$ cat src/rtl/rv_pkg.sv
// Shared RV32I constants for the ALU slice: XLEN, opcodes and funct3 codes.
package rv_pkg;

    localparam int XLEN = 32;

    localparam logic [6:0] OPC_OP     = 7'b0110011;
    localparam logic [6:0] OPC_OP_IMM = 7'b0010011;
    localparam logic [6:0] OPC_LOAD   = 7'b0000011;
    localparam logic [6:0] OPC_STORE  = 7'b0100011;
    localparam logic [6:0] OPC_BRANCH = 7'b1100011;
    localparam logic [6:0] OPC_JALR   = 7'b1100111;
    localparam logic [6:0] OPC_JAL    = 7'b1101111;
    localparam logic [6:0] OPC_LUI    = 7'b0110111;
    localparam logic [6:0] OPC_AUIPC  = 7'b0010111;
    localparam logic [6:0] OPC_SYSTEM = 7'b1110011;

    localparam logic [2:0] F3_ADD  = 3'b000;
    localparam logic [2:0] F3_SLL  = 3'b001;
    localparam logic [2:0] F3_SLT  = 3'b010;
    localparam logic [2:0] F3_SLTU = 3'b011;
    localparam logic [2:0] F3_XOR  = 3'b100;
    localparam logic [2:0] F3_SR   = 3'b101;
    localparam logic [2:0] F3_OR   = 3'b110;
    localparam logic [2:0] F3_AND  = 3'b111;

    localparam logic [2:0] F3_BEQ  = 3'b000;
    localparam logic [2:0] F3_BNE  = 3'b001;
    localparam logic [2:0] F3_BLT  = 3'b100;
    localparam logic [2:0] F3_BGE  = 3'b101;
    localparam logic [2:0] F3_BLTU = 3'b110;
    localparam logic [2:0] F3_BGEU = 3'b111;

endpackage

$ cat src/rtl/rv_alu_if.sv
// Execute-stage bus between the operand-select logic (master) and rv_alu (slave).
interface rv_alu_if;
    import rv_pkg::*;

    logic [XLEN-1:0] inst;
    logic [XLEN-1:0] in_a;
    logic [XLEN-1:0] in_b;
    logic [XLEN-1:0] imm;
    logic [XLEN-1:0] result;
    logic            take_b;

    modport master (output inst, in_a, in_b, input imm, result, take_b);
    modport slave  (input inst, in_a, in_b, output imm, result, take_b);

endinterface

$ cat src/rtl/rv_imm_mux.sv
// Combinational RV32I immediate decoder; unknown opcodes yield zero.
module rv_imm_mux
    import rv_pkg::*;
(
    input  logic [XLEN-1:0] inst_i,
    output logic [XLEN-1:0] imm_o
);

    logic [6:0] opcode;
    assign opcode = inst_i[6:0];

    always_comb begin
        imm_o = '0;
        case (opcode)
            OPC_OP_IMM, OPC_LOAD, OPC_JALR, OPC_SYSTEM:
                imm_o = {{20{inst_i[31]}}, inst_i[31:20]};
            OPC_STORE:
                imm_o = {{20{inst_i[31]}}, inst_i[31:25], inst_i[11:7]};
            OPC_BRANCH:
                imm_o = {{19{inst_i[31]}}, inst_i[31], inst_i[7], inst_i[30:25], inst_i[11:8], 1'b0};
            OPC_LUI, OPC_AUIPC:
                imm_o = {inst_i[31:12], 12'b0};
            OPC_JAL:
                imm_o = {{11{inst_i[31]}}, inst_i[31], inst_i[19:12], inst_i[20], inst_i[30:21], 1'b0};
            default:
                imm_o = '0;
        endcase
    end

endmodule

$ cat src/rtl/rv_alu.sv
// RV32I execute ALU with branch compare and immediate decode.
// Define ALU_OUTREG_EN to register imm/result/take_b (1-cycle latency, sync reset).
module rv_alu
    import rv_pkg::*;
(
    input  logic      clk,
    input  logic      reset,
    rv_alu_if.slave   alu_bus
);

    logic [6:0]      opcode;
    logic [2:0]      funct3;
    logic            alt;
    logic [4:0]      shamt;
    logic [XLEN-1:0] a;
    logic [XLEN-1:0] b;

    assign opcode = alu_bus.inst[6:0];
    assign funct3 = alu_bus.inst[14:12];
    assign alt    = alu_bus.inst[30];
    assign a      = alu_bus.in_a;
    assign b      = alu_bus.in_b;
    assign shamt  = b[4:0];

    logic [XLEN-1:0] imm_d;
    logic [XLEN-1:0] result_d;
    logic            take_b_d;

    rv_imm_mux u_imm_mux (
        .inst_i (alu_bus.inst),
        .imm_o  (imm_d)
    );

    logic lt_s;
    logic lt_u;
    logic eq;

    assign lt_s = $signed(a) < $signed(b);
    assign lt_u = a < b;
    assign eq   = (a == b);

    // OP-IMM shares the decode, but only the register form may subtract
    always_comb begin
        result_d = a + b;
        if (opcode == OPC_OP || opcode == OPC_OP_IMM) begin
            case (funct3)
                F3_ADD:  result_d = (opcode == OPC_OP && alt) ? (a - b) : (a + b);
                F3_SLL:  result_d = a << shamt;
                F3_SLT:  result_d = {{(XLEN-1){1'b0}}, lt_s};
                F3_SLTU: result_d = {{(XLEN-1){1'b0}}, lt_u};
                F3_XOR:  result_d = a ^ b;
                F3_SR:   result_d = alt ? XLEN'($signed(a) >>> shamt) : (a >> shamt);
                F3_OR:   result_d = a | b;
                F3_AND:  result_d = a & b;
                default: result_d = a + b;
            endcase
        end
    end

    always_comb begin
        take_b_d = 1'b0;
        if (opcode == OPC_BRANCH) begin
            case (funct3)
                F3_BEQ:  take_b_d = eq;
                F3_BNE:  take_b_d = !eq;
                F3_BLT:  take_b_d = lt_s;
                F3_BGE:  take_b_d = !lt_s;
                F3_BLTU: take_b_d = lt_u;
                F3_BGEU: take_b_d = !lt_u;
                default: take_b_d = 1'b0;
            endcase
        end
    end

`ifdef ALU_OUTREG_EN
    logic [XLEN-1:0] imm_q;
    logic [XLEN-1:0] result_q;
    logic            take_b_q;

    always_ff @(posedge clk) begin
        if (reset) begin
            imm_q    <= '0;
            result_q <= '0;
            take_b_q <= 1'b0;
        end else begin
            imm_q    <= imm_d;
            result_q <= result_d;
            take_b_q <= take_b_d;
        end
    end

    assign alu_bus.imm    = imm_q;
    assign alu_bus.result = result_q;
    assign alu_bus.take_b = take_b_q;
`else
    // clk and reset have no function in the combinational build
    logic unused_clk_rst;
    assign unused_clk_rst = clk ^ reset;

    assign alu_bus.imm    = imm_d;
    assign alu_bus.result = result_d;
    assign alu_bus.take_b = take_b_d;
`endif

endmodule

$ cat src/flat_wrapper.sv
// flat-port wrapper written by rule: the top's interface ports become plain ports
module rv_alu_flat import rv_pkg::*;
  (clk, reset, alu_bus_inst, alu_bus_in_a, alu_bus_in_b, alu_bus_imm, alu_bus_result, alu_bus_take_b);
  rv_alu_if alu_bus_i ();
  input  logic clk;
  input  logic reset;
  input wire logic [$bits(alu_bus_i.inst)-1:0] alu_bus_inst;
  input wire logic [$bits(alu_bus_i.in_a)-1:0] alu_bus_in_a;
  input wire logic [$bits(alu_bus_i.in_b)-1:0] alu_bus_in_b;
  output wire logic [$bits(alu_bus_i.imm)-1:0] alu_bus_imm;
  output wire logic [$bits(alu_bus_i.result)-1:0] alu_bus_result;
  output wire logic [$bits(alu_bus_i.take_b)-1:0] alu_bus_take_b;
  assign alu_bus_i.inst = alu_bus_inst;
  assign alu_bus_i.in_a = alu_bus_in_a;
  assign alu_bus_i.in_b = alu_bus_in_b;
  assign alu_bus_imm = alu_bus_i.imm;
  assign alu_bus_result = alu_bus_i.result;
  assign alu_bus_take_b = alu_bus_i.take_b;
  rv_alu u_core (.clk(clk), .reset(reset), .alu_bus(alu_bus_i));
endmodule
$ cat config.mk
export PLATFORM = sky130hd
export DESIGN_NAME = rv_alu_flat
export DESIGN_NICKNAME = d
export VERILOG_FILES = /design/src/rtl/rv_pkg.sv /design/src/rtl/rv_alu_if.sv /design/src/rtl/rv_imm_mux.sv /design/src/rtl/rv_alu.sv /design/src/flat_wrapper.sv
export SDC_FILE = /design/constraint.sdc
export NUM_CORES = 1
export LEC_CHECK = 0
export CORE_MARGIN = 4
export CORE_UTILIZATION = 62
export DETAILED_ROUTE_END_ITERATION = 12
export PLACE_DENSITY = 0.89
export SYNTH_ARGS = -nofsm -noshare
export SYNTH_HDL_FRONTEND = slang
export SYNTH_SLANG_ARGS = --single-unit
$ cat constraint.sdc
create_clock -name vclk -period 16.3
set_input_delay 3.26 -clock vclk [all_inputs]
set_output_delay 3.26 -clock vclk [all_outputs]
set_load 0.05 [all_outputs]
-- Word level (Yosys, flattened, before mapping)
Index checks and enable logic that the tools add are counted.
- bitwise gates (word level): 3
- eq/ne operators: 18
- reductions and logical operators: 8
- mux-type cells: 7
- divide/modulo/power cells: 0
- add/subtract/negate cells: 2
- shifts and indexed selects: 3
- multiply operators: 0
- order comparisons: 2
- operators with widths (cell ; count):
    32-bit one-hot mux with 8 select lines ; 1
    32-bit one-hot mux with 5 select lines ; 1
    32-bit two-way mux ; 3
    32-bit less-than comparator ; 2
    32-bit adder ; 1
    32-bit bitwise AND ; 1
    32-bit equality test ; 1
    32-bit bitwise OR ; 1
    32-bit by 5-bit << shifter with 32-bit output ; 1
    32-bit by 5-bit >> shifter with 32-bit output ; 1
    32-bit by 5-bit >>> shifter with 32-bit output ; 1
    32-bit subtractor ; 1
    32-bit bitwise XOR ; 1
    7-bit equality test (second input constant) ; 4
    7-bit by 6-bit equality test with 1-bit output (second input constant) ; 3
    7-bit by 5-bit equality test with 1-bit output (second input constant) ; 2
    3-bit equality test (second input constant) ; 4
    7-bit by 2-bit equality test with 1-bit output (second input constant) ; 1
    3-bit by 2-bit equality test with 1-bit output (second input constant) ; 2
    1-bit one-hot mux with 6 select lines ; 1
    4-bit OR reduction ; 1
    3-bit by 1-bit equality test with 1-bit output (second input constant) ; 1
    1-bit logical NOT ; 3
    3-bit logical NOT ; 1
    other kinds (4) ; 4
- bits in read-only memories: 0
- register bits: 0
- output and inout port bits: 65
- RAM bits: 0
- bits of input ports: 98
- bits in latches: 0
- memories kept: 0
- logic and storage cells: 43

-- Longest topological paths before layout
- depth after elaboration: 5
- depth in mapped cells: 16
- mapped depth without buffers: 12

-- Cells and area by module
A second synthesis with hierarchy kept.
- cells, all modules: 1501
- area, all modules: 9681.8 µm²
- by module, submodules not included (module ; cells each ; area each (µm²) ; sequential area each (µm²) ; times used):
    rv_alu ; 1419 ; 9123.8 ; 0.0 ; 1
    rv_imm_mux ; 82 ; 558.0 ; 0.0 ; 1

-- Least setup slack after synthesis
Ideal clock, no wire load.
- path type: in2out
- start point: in alu_bus_in_b[3]
- end point: out alu_bus_result[29]
- arrival: 7419 ps
- setup slack: 5621 ps
- data required time: 13040 ps
- buffers on the path: 5
- cell stages on the path: 16
- cell sequence: clkbuf_1 clkinv_1 buf_1 clkbuf_1 buf_1 ha_1 buf_2 nor2_1 o211ai_1 a31o_2 o21ai_2 a211oi_1 o21a_1 or4_1 mux2i_1 o221ai_1
- longest elaborated chain between the ends: 4
- elaborated cells on any way between the ends: 9
- those cells by class: 2 x add/sub; 3 x shift; 4 x mux
- ends and longest elaborated chain (item ; line ; RTL):
    start, declared ; flat_wrapper.sv:9 ; input wire logic [$bits(alu_bus_i.in_b)-1:0] alu_bus_in_b;
    32-bit adder (tied with other cells) ; rv_alu.sv:44, rv_alu.sv:47 ;
    32-bit two-way mux (on tied branches) ; rv_alu.sv:47, rv_alu.sv:52 ;
    32-bit one-hot mux with 8 select lines ; rv_alu.sv:46 ; case (funct3)
    32-bit two-way mux (*) ; rv_alu.sv:45 ; if (opcode == OPC_OP || opcode == OPC_OP_IMM) begin
    end, declared ; flat_wrapper.sv:11 ; output wire logic [$bits(alu_bus_i.result)-1:0] alu_bus_result;
Every way passes the cells marked *; elsewhere a longest branch is shown, timed or not.

-- Final worst setup path
- start point: in alu_bus_in_b[2]
- end point: out alu_bus_result[26]
The elaborated chain is that of the path after synthesis.

==> impl_metrics.env <==
export IMPL_status="completed"
export IMPL_vias=12600
export IMPL_ant_nets=0
export IMPL_place_area_um2=11100
export IMPL_core_rowCount=45
export IMPL_routed_wl_um=41100
export IMPL_io_pins=163
export IMPL_grt_pass1_wl_um=62500
export IMPL_ff_latch_area_um2=0
export IMPL_cellLeakagePower_uw=0.00473
export IMPL_fin_crit_sh_pct=70.6
export IMPL_syn_nets=1632
export IMPL_firstDrtPassIters=9
export IMPL_ys_top_cells_by_count="nor2_1 (144), nand2_1 (142), a21oi_1 (124)"
export IMPL_drc=0
export IMPL_finalHoldViolations=0
export IMPL_cts_hold_buffers=0
export IMPL_min_path_cells=3
export IMPL_layout_nets=1698
export IMPL_drv_cap=0
export IMPL_cp_arrival_ps=8250
export IMPL_fp_dieH_um=132
export IMPL_critPathRequiredTime_ps=13040
export IMPL_coreArea_um2=15100
export IMPL_fin_area_um2=11100
export IMPL_yosys_area_top_type="ha_1"
export IMPL_cp_depth=15
export IMPL_finalSetupViolCount=0
export IMPL_yosysUniqueCellTypes=86
export IMPL_post_route_util_pct=73.1
export IMPL_routed_via_density=7.47
export IMPL_syn_inst=1435
export IMPL_dp_hpwl_um=31200
export IMPL_power_density_nw_per_um2=41.4
export IMPL_clock_buffers=0
export IMPL_endpoint_kind="output port"
export IMPL_antenna_found_initial=1
export IMPL_fin_tns_setup_ps=0
export IMPL_yosysMostFrequentCell="nor2_1"
export IMPL_synth_warnings=0
export IMPL_crit_buf_inv=5
export IMPL_syn_area_um2=9580
export IMPL_fillerInstances=1284
export IMPL_seq_cell_count=0
export IMPL_place_congestion=1.09
export IMPL_slowest_delay_ps=860
export IMPL_layout_drive_gt1_share_pct=7.00
export IMPL_hold_class="in2out"
export IMPL_path_class="in2out"
export IMPL_grt_total_usage_pct=43.2
export IMPL_rsz0062_at_grt="no"
export IMPL_drtIter0Drc=2683
export IMPL_cp_top_family="compound AO/OA/AOI/OAI gates"
export IMPL_slew_headroom_pct=29.8
export IMPL_wl_per_cell_um=24.4
export IMPL_synth_top_area_share_pct=12.7
export IMPL_crit_fanout=67
export IMPL_grt_pass1_vias=11300
export IMPL_cp_cell_sequence="buf_2 -> buf_4 -> inv_1 -> buf_4 -> ha_1 -> nor2b_1 -> o211ai_1 -> a211oi_2 -> o311ai_2 -> a21oi_1 -> a221oi_2 -> o21ai_0 -> a32o_1 -> o31ai_1 -> clkdlybuf4s50_1"
export IMPL_area_growth_pct=15.5
export IMPL_drv_slew=0
export IMPL_cpMostUsedCell="buf_4"
export IMPL_grt_start_max_net_pins=85
export IMPL_cp_start_kind="input port"
export IMPL_start_util_pct=63.3
export IMPL_critPathSlowestCell="clkdlybuf4s50_1"
export IMPL_fin_crit_ps=11510
export IMPL_yosysSeqAreaShare_pct=0
export IMPL_portBuffers=161
export IMPL_dieArea_um2=17500
export IMPL_worst_pin_slew_ps=1050
export IMPL_fp_dieW_um=132
export IMPL_diodes=0
export IMPL_cts_resized=0
export IMPL_post_cts_buffers=0
export IMPL_fmax_ghz=0.0869
export IMPL_vdd_drop_max_mv=0.0360
export IMPL_synthTopCellsByArea="ha_1 (13%), mux4_2 (9.2%), a21oi_1 (6.5%), nor2_1 (5.6%), nand2_1 (5.6%)"
export IMPL_gr_total_overflow=0
export IMPL_syn_area_per_cell_um2=6.68
## power breakdown
group | internal [uW] | leakage [uW] | switching [uW]
Sequential | 0 | 0 | 0
Clock | 0 | 0 | 0
Combinational | 165 | 0.00473 | 293
Total | 165 | 0.00473 | 293
## tightest hold or removal path: stages
cell and delay, ps:
clkdlybuf4s50_1 410, and2_1 140, clkdlybuf4s50_1 690
## cell usage in the layout, fill, tap and decap left out, types with 31 or more instances in the layout
cell type        synthesis  final
o21ai_0                101    101
clkdlybuf4s50_1          0    155
nor3_1                  32     31
a21o_1                  37     37
mux2i_1                 53     53
inv_1                   90     90
nand3_1                 31     31
nand2_1                142    142
nor2_1                 144    143
a21oi_1                124    123
ha_1                    97     97
mux4_2                  39     39
## routing by layer
layer  global-route usage [%]  part of all wire, %
met2                     65.9                   42
met3                     12.6                   17
met1                     59.0                   36
met5                        0                0.032
met4                     13.3                  4.5
## path summary, 6_finish.rpt
check | endpoint | slack (ps) | startpoint
setup / recovery | alu_bus_result[26] | 4790 | alu_bus_in_b[2]
hold / removal | alu_bus_imm[9] | 7760 | alu_bus_inst[29]
## metrics by stage
| step | hold slack (ps) | total power (uW) | worst slack, ps | std cells |
|---|---|---|---|---|
| after global routing | 7770 | 480 | 4620 | 1687 |
| final | 7760 | 458 | 4790 | 1687 |
| after global placement | 7760 | 434 | 5070 | 1687 |
| after CTS | 7770 | 440 | 5060 | 1687 |
| after floorplan | 6780 | 299 | 5620 | 1435 |
| after detailed placement | 7760 | 438 | 5050 | 1687 |
## final cells by class
| class | count | area (um^2) | area share [%] |
|---|---|---|---|
| multi-input cells | 1218 | 8730 | 78.9 |
| repair buffers | 180 | 1730 | 15.6 |
| well taps | 188 | 235 | 2.13 |
| inverters | 101 | 379 | 3.42 |
## cell families (layout without fill, tap and decap cells)
| kind of cell | Yosys count | count (layout) | share of synthesized area [%] |
|---|---|---|---|
| xor gates and xnor gates | 18 | 18 | 1.65 |
| adders and majority gates | 99 | 99 | 13.1 |
| muxes | 105 | 105 | 16.2 |
| AOI/OAI and AO/OA | 553 | 553 | 39.1 |
| buffers and inverters | 217 | 281 | 9.10 |
| and+or+nand+nor | 443 | 443 | 20.8 |
(Power assumes the default switching activity.)
